## src/rtl/inst_rom_arbiter_pkg.sv

```systemverilog
// Shared widths, enable levels and address-check helper for the instruction ROM arbiter.
// Grant selection is encoded as an enum so the top can steer address and response paths from one decision.
package inst_rom_arbiter_pkg;

  localparam int INST_ADDR_W       = 32;
  localparam int INST_W            = 32;
  localparam int INST_MEM_NUM_LOG2 = 17;
  localparam int STARVE_MAX        = 8;
  localparam int STARVE_CNT_W      = 4;

  localparam logic [INST_W-1:0] ZERO_WORD    = '0;
  localparam logic              CHIP_ENABLE  = 1'b1;
  localparam logic              CHIP_DISABLE = 1'b0;

  typedef enum logic [1:0] {
    GNT_NONE = 2'd0,
    GNT_IF   = 2'd1,
    GNT_DBG  = 2'd2
  } gnt_sel_e;

  // A word address is bad when misaligned or when any bit above the ROM word index is set.
  function automatic logic addr_err(input logic [INST_ADDR_W-1:0] addr,
                                    input int unsigned rom_aw);
    logic [INST_ADDR_W-1:0] hi_mask;
    hi_mask = '1 << (rom_aw + 2);
    return (addr[1:0] != 2'b00) || ((addr & hi_mask) != '0);
  endfunction

endpackage

```

## src/rtl/arb_starve_ctr.sv

```systemverilog
// Saturating count of consecutive denied debug cycles; hit flags that debug must win next.
module arb_starve_ctr
  import inst_rom_arbiter_pkg::*;
#(
  parameter int CNT_W    = STARVE_CNT_W,
  parameter int MAX_WAIT = STARVE_MAX
) (
  input  logic clk,
  input  logic rst,
  input  logic inc,
  input  logic clr,
  output logic hit
);

  localparam logic [CNT_W-1:0] MAX_CNT = CNT_W'(MAX_WAIT);

  logic [CNT_W-1:0] cnt;

  always_ff @(posedge clk or negedge rst) begin
    if (!rst) begin
      cnt <= '0;
    end else if (clr) begin
      cnt <= '0;
    end else if (inc && (cnt != MAX_CNT)) begin
      cnt <= cnt + 1'b1;
    end
  end

  assign hit = (cnt == MAX_CNT);

endmodule

```

## src/rtl/inst_rom_arbiter.sv

```systemverilog
// Shares the instruction ROM read port between IF fetch and a debug reader: IF has priority,
// debug is forced through after MAX_WAIT denied cycles; responses come back one cycle after the grant.
module inst_rom_arbiter
  import inst_rom_arbiter_pkg::*;
#(
  parameter int ROM_AW   = INST_MEM_NUM_LOG2,
  parameter int MAX_WAIT = STARVE_MAX,
  parameter int CNT_W    = STARVE_CNT_W
) (
  input  logic                   clk,
  input  logic                   rst,
  input  logic                   if_req,
  input  logic [INST_ADDR_W-1:0] if_addr,
  output logic                   if_gnt,
  output logic                   if_rvalid,
  output logic [INST_W-1:0]      if_rdata,
  output logic                   if_rerr,
  input  logic                   dbg_req,
  input  logic [INST_ADDR_W-1:0] dbg_addr,
  output logic                   dbg_gnt,
  output logic                   dbg_rvalid,
  output logic [INST_W-1:0]      dbg_rdata,
  output logic                   dbg_rerr,
  input  logic                   flush,
  output logic                   stall_req,
  output logic                   rom_ce,
  output logic [INST_ADDR_W-1:0] rom_addr,
  input  logic [INST_W-1:0]      rom_inst
);

  logic                   if_req_v;
  logic                   dbg_req_v;
  logic                   starve_hit;
  gnt_sel_e               gnt_sel;
  logic [INST_ADDR_W-1:0] gnt_addr;
  logic                   gnt_err;
  logic [INST_W-1:0]      rsp_data;

  // Requests are masked while reset is held so no grant or ROM access leaks out during reset.
  assign if_req_v  = if_req & rst;
  assign dbg_req_v = dbg_req & rst;

  always_comb begin
    gnt_sel  = GNT_NONE;
    gnt_addr = ZERO_WORD;
    if (dbg_req_v && (!if_req_v || starve_hit)) begin
      gnt_sel  = GNT_DBG;
      gnt_addr = dbg_addr;
    end else if (if_req_v) begin
      gnt_sel  = GNT_IF;
      gnt_addr = if_addr;
    end
  end

  assign if_gnt    = (gnt_sel == GNT_IF);
  assign dbg_gnt   = (gnt_sel == GNT_DBG);
  assign stall_req = if_req_v & ~if_gnt;
  assign gnt_err   = addr_err(gnt_addr, ROM_AW);
  assign rom_ce    = ((gnt_sel != GNT_NONE) && !gnt_err) ? CHIP_ENABLE : CHIP_DISABLE;
  assign rom_addr  = gnt_addr;
  assign rsp_data  = gnt_err ? ZERO_WORD : rom_inst;

  arb_starve_ctr #(
    .CNT_W    (CNT_W),
    .MAX_WAIT (MAX_WAIT)
  ) u_starve_ctr (
    .clk (clk),
    .rst (rst),
    .inc (dbg_req_v & ~dbg_gnt),
    .clr (~dbg_req_v | dbg_gnt),
    .hit (starve_hit)
  );

  // A flushed IF grant produces no response and leaves the previous data/error visible.
  always_ff @(posedge clk or negedge rst) begin
    if (!rst) begin
      if_rvalid <= 1'b0;
      if_rdata  <= ZERO_WORD;
      if_rerr   <= 1'b0;
    end else if (if_gnt && !flush) begin
      if_rvalid <= 1'b1;
      if_rdata  <= rsp_data;
      if_rerr   <= gnt_err;
    end else begin
      if_rvalid <= 1'b0;
    end
  end

  always_ff @(posedge clk or negedge rst) begin
    if (!rst) begin
      dbg_rvalid <= 1'b0;
      dbg_rdata  <= ZERO_WORD;
      dbg_rerr   <= 1'b0;
    end else if (dbg_gnt) begin
      dbg_rvalid <= 1'b1;
      dbg_rdata  <= rsp_data;
      dbg_rerr   <= gnt_err;
    end else begin
      dbg_rvalid <= 1'b0;
    end
  end

endmodule

```

## config.mk

```make
export PLATFORM = sky130hd
export DESIGN_NAME = inst_rom_arbiter
export DESIGN_NICKNAME = d
export VERILOG_FILES = /design/src/rtl/inst_rom_arbiter_pkg.sv /design/src/rtl/arb_starve_ctr.sv /design/src/rtl/inst_rom_arbiter.sv
export SDC_FILE = /design/constraint.sdc
export NUM_CORES = 1
export LEC_CHECK = 0
export CAP_MARGIN = 25
export CORE_MARGIN = 5
export CORE_UTILIZATION = 39
export CTS_BUF_LIST = sky130_fd_sc_hd__clkbuf_4 sky130_fd_sc_hd__clkbuf_8 sky130_fd_sc_hd__clkbuf_16
export DETAILED_ROUTE_END_ITERATION = 12
export GPL_TIMING_DRIVEN = 0
export PLACE_DENSITY = 0.86
export SLEW_MARGIN = 20
export SYNTH_ARGS = -nofsm -noshare
export SYNTH_HDL_FRONTEND = slang
export SYNTH_SLANG_ARGS = --single-unit
export TNS_END_PERCENT = 50
```

## constraint.sdc

```tcl
create_clock -name clk -period 3.1 [get_ports clk]
set_clock_uncertainty 0.05 [all_clocks]
set_input_delay 0.465 -clock clk [delete_from_list [all_inputs] [get_ports clk]]
set_output_delay 0.465 -clock clk [all_outputs]
set_load 0.1 [all_outputs]
```

## After elaboration in Yosys (flattened, before gate mapping)

Index checks and enable logic that the tools add are counted.

| storage, ports and cells | value |
|---|---|
| register bits after elaboration | 72 |
| word-level logic and storage cells | 43 |
| output and inout port bits | 104 |
| input bits | 101 |

| operators by class | value |
|---|---|
| eq/ne operators | 4 |
| reduce and logical (&&, ||, !) cells | 13 |
| add/sub/neg operators | 1 |
| multiplexer cells | 10 |
| bitwise logic cells | 8 |

Operators with widths:

| operator | number |
|---|---|
| two-way mux 32 bit | 3 |
| nonzero test 32 bit | 1 |
| two-way mux 4 bit | 2 |
| nonzero test 2 bit | 3 |
| adder 4 x 1 -> 4 bit (second input constant) | 1 |
| AND 1 bit | 4 |
| == test 4 bit (second input constant) | 1 |
| logical AND 1 bit | 4 |
| two-way mux 1 bit | 4 |
| inequality test 4 bit (second input constant) | 1 |
| logical NOT 1 bit | 3 |
| NOT 1 bit | 3 |
| == test 2 x 1 -> 1 bit (second input constant) | 1 |
| == test 2 bit (second input constant) | 1 |
| logical OR 1 bit | 2 |
| two-way mux 2 bit | 1 |
| OR 1 bit | 1 |

## Longest topological paths before layout

| depth | value |
|---|---|
| word-level depth | 11 |
| depth in mapped cells | 10 |
| mapped depth without buffers | 7 |

## Cells and area by module

Synthesis repeated with hierarchy kept, for this count alone.

| unflattened totals | value |
|---|---|
| cells, all modules | 420 |
| area, all modules | 4170.2 um^2 |

By module, submodules not included:

| module | cells each | sequential area each (um^2) | times used | area each (um^2) |
|---|---|---|---|---|
| inst_rom_arbiter | 396 | 1701.6 | 1 | 3937.5 |
| arb_starve_ctr | 24 | 100.1 | 1 | 232.7 |

## Worst setup path before layout

No wires, ideal clock.

| timing | value |
|---|---|
| kind | reg-to-output |
| start point | register u_starve_ctr.cnt[0] |
| end point | output rom_addr[22] |
| data required time | 2.585 ns |
| stages on the path, launching flop included | 7 |
| setup slack | -0.425 ns |
| data arrival time | 3.010 ns |
| path buffers | 1 |
| path through | dfrtp_1 inv_1 ha_1 and3b_1 a21oi_2 clkbuf_1 a22o_1 |

| between the ends | value |
|---|---|
| longest elaborated chain between the ends | 4 |

RTL lines:

| what | line | RTL |
|---|---|---|
| start, declared | arb_starve_ctr.sv:17 | `logic [CNT_W-1:0] cnt;` |
| start signal, assigned | arb_starve_ctr.sv:25 | `cnt <= cnt + 1'b1;` |
| == test 4 bit | arb_starve_ctr.sv:29 | `assign hit = (cnt == MAX_CNT);` |
| logical OR 1 bit | inst_rom_arbiter.sv:46 | `if (dbg_req_v && (!if_req_v \|\| starve_hit)) begin` |
| logical AND 1 bit | inst_rom_arbiter.sv:46 |  |
| two-way mux 32 bit | inst_rom_arbiter.sv:46 |  |
| end, declared | inst_rom_arbiter.sv:27 | `output logic [INST_ADDR_W-1:0] rom_addr,` |

Every way passes these cells.

## Worst setup path in the final report

| timing | value |
|---|---|
| start point | input dbg_req |
| end point | output rom_addr[29] |

| between the ends | value |
|---|---|
| longest elaborated chain between the ends | 3 |

RTL lines:

| what | line | RTL |
|---|---|---|
| start, declared | inst_rom_arbiter.sv:18 | `input logic dbg_req,` |
| AND 1 bit | inst_rom_arbiter.sv:41 | `assign dbg_req_v = dbg_req & rst;` |
| logical AND 1 bit | inst_rom_arbiter.sv:46 |  |
| two-way mux 32 bit | inst_rom_arbiter.sv:46 |  |

Every way passes these cells.

==> qor.yml <==
yosysTopAreaCellShare: 0.571
synth_fa_ha_area_frac: 0.00794
clock_path_buffers: 2
dieArea_um2: 9980
yosysSeqAreaShare: 0.571
cts_htree_levels: 3
cp_max_fo: 10
synth_top_family_by_area: "compound AO/OA/AOI/OAI gates"
grt_pass1_wl_um: 17700
max-vdd-ir-drop_v: 0.000254
stdcell_count: 622
firstDrtPassIters: 4
final_cell_mix: "167 x clkdlybuf4s50_1, 72 x dfrtp_1, 69 x nand2_1, 64 x a22o_1, 33 x o21ai_0"
die_w_um: 99.9
clk_latency_ns: 0.34
pwr-share-clk: 0.355
clock_sinks: 72
postLayoutCoreUtil: 0.703
cap_violations: 0
fin_crit_ns: 2.97
root_buffer: "clkbuf_8"
worst_ep_required_time_ns: 2.58
seqCellArea_um2: 1800
place.port_buffers: 204
via_per_inst: 5.19
status: "finished clean"
track_usage: 0.230
synth.mux.area_fraction: 0
clkSlewWorstSetupHoldPaths_ns: 0.08
die_y_um: 99.9
cts_tree: "done"
gr-total-overflow: 0
dp.cells: 606
ys_types: 28
wirelength_um: 11600
power_leakage_nw: 2.43
num-fill-cells: 617
core-area_um2: 7810
worstMarginPinSlew_ns: 1.07
p_sw_mw: 0.701
timing.final.crit_share: 0.959
holdWs_ns: 0.0102
ys_seq_elements: 72
synth_compound_area_frac: 0.248
slew_viol_final: 0
grt_antenna_before_repair: 0
top_level_ports: 205
intPower_mw: 1.57
start_kind: "input port"
synthTopCellsByArea: "dfrtp_1 57%, a22o_1 18%, nand2_1 8.2%"
rows: 32
crit_arrival_ns: 2.46
synth.avg_cell_area_um2: 10.5
comb_power_share: 0.230
syn_area_um2: 3150
dr_total_vias: 3229
grt_start_max_net_pins: 42
crit_path_start: "dbg_req"
syn_inst: 299
drc: 0
syn_nets: 402
hold_viol: 0
hold_class: "in2async"
post_cts_buffers: 0
fmax_mhz: 337
worstSetupPathType: "in2out"
r2r_start: "u_starve_ctr.cnt[0]"
diodes: 0
ant_nets: 0
syn2layout_area_growth_pct: 74.1
synth.largest_area_cell: "dfrtp_1"
max_slew_margin: 0.287
dp_hpwl_um: 9230
final_common_cell: "clkdlybuf4s50_1"
multi_input_area_um2: 1210
worstSetupEndpointType: "output pin"
power.total_mw: 2.28
cts_buffers: 9
initial_core_util: 0.404
postPlaceCellArea_um2: 5340
drt_iter0_markers: 90
grt_pass1_vias: 3405
cts.repair.resized: 186
gp_congestion: 0.841
wire_per_inst_um: 18.7
synthSimpleGateAreaFrac: 0.121
synth-xor-area-share: 0.00556
setup_violations: 0
fin_area_um2: 5490
nNetsFinal: 618
powerDensity_nw_per_um2: 415
drive_gt1_frac: 0.137
swShare: 0.308
hold_buffers: 0
ys_warn_count: 0
sequentialPowerShare: 0.415
## worst max-delay path, cell delays in order
cell and delay (ns):
clkdlybuf4s50_1 0.56, nand2_1 0.09, a21o_1 0.17, buf_2 0.18, inv_1 0.08, clkbuf_4 0.22
buf_2 0.23, a22o_1 0.17, buf_4 0.28
## area by class of cell
cell class / count / share of cell area
plain buffers: 24 / 0.0239
clock buffers: 13 / 0.0315
clock inverters: 3 / 0.00866
inverters: 6 / 0.00410
multi-input cells: 197 / 0.220
flip-flops and latches: 72 / 0.328
well taps: 102 / 0.0233
repair buffers: 205 / 0.361
## cells in the mapped netlist
cell and number:
nor3_4 1, xnor2_1 1, o221ai_1 1, nand3b_1 1, a22o_1 64, a211o_1 1
nor4_1 6, xor2_1 1, o21a_1 1, clkbuf_1 11, nor2_1 6, and4_1 1
ha_1 2, buf_2 8, and3b_1 1, nor3_1 2, o21ai_0 33, inv_1 6
a21oi_2 1, buf_1 2, nand4_1 1, a21bo_2 1, nand3_1 1, a21o_1 1
dfrtp_1 72, a21oi_1 1, buf_6 3, nand2_1 69
## power by group through the flow
stage / Combinational (mW) / Sequential, mW / Clock [mW]
after floorplan: 0.265 / 0.986 / 0
after global placement: 0.527 / 0.963 / 0
after detailed placement: 0.535 / 0.963 / 0
after CTS: 0.521 / 0.944 / 0.822
after global routing: 0.546 / 0.944 / 0.852
final: 0.524 / 0.944 / 0.809
## through the flow
stage | setup WS [ns] | setup TNS [ns]
2_1_floorplan | 0.0961 | 0
3_3_place_gp | -3.38 | -326.54
3_5_place_dp | -0.820 | -24.94
4_1_cts | -0.248 | -0.248
5_1_grt | -0.0228 | -0.0844
6_report | 0.128 | 0
## routing by layer
layer / track usage / routed length, um / vias up
met5: 0 / 0 / -
met4: 0.0977 / 319 / 0
met3: 0.0723 / 962 / 20
met2: 0.427 / 6120 / 144
met1: 0.237 / 4210 / 1556
li1: - / - / 1509
## worst paths after layout
path | endpoint | cells after the start | slack (ns)
max | rom_addr[29] | 9 | 0.13
min | if_rdata[16] | 1 | 0.01
max reg2reg | if_rdata[15] | 8 | 0.90
min reg2reg | dbg_rdata[27] | 2 | 0.44
max in group asynchronous | if_rdata[0] | 2 | 2.41
min in group clk | dbg_rdata[27] | 2 | 0.44
## registers in the layout (all words and copies together) (netlist names)
name,flops
dbg_rvalid,1
if_rvalid,1
if_rdata,32
dbg_rerr,1
u_starve_ctr.cnt,4
dbg_rdata,32
if_rerr,1
## kinds of logic after synthesis
logic type | Yosys count
and+or+nand+nor | 89
AOI/OAI and AO/OA | 104
adders and majority gates | 2
buffers and inverters | 30
xor gates and xnor gates | 2
DFF | 72
(Power assumes the default switching activity.)
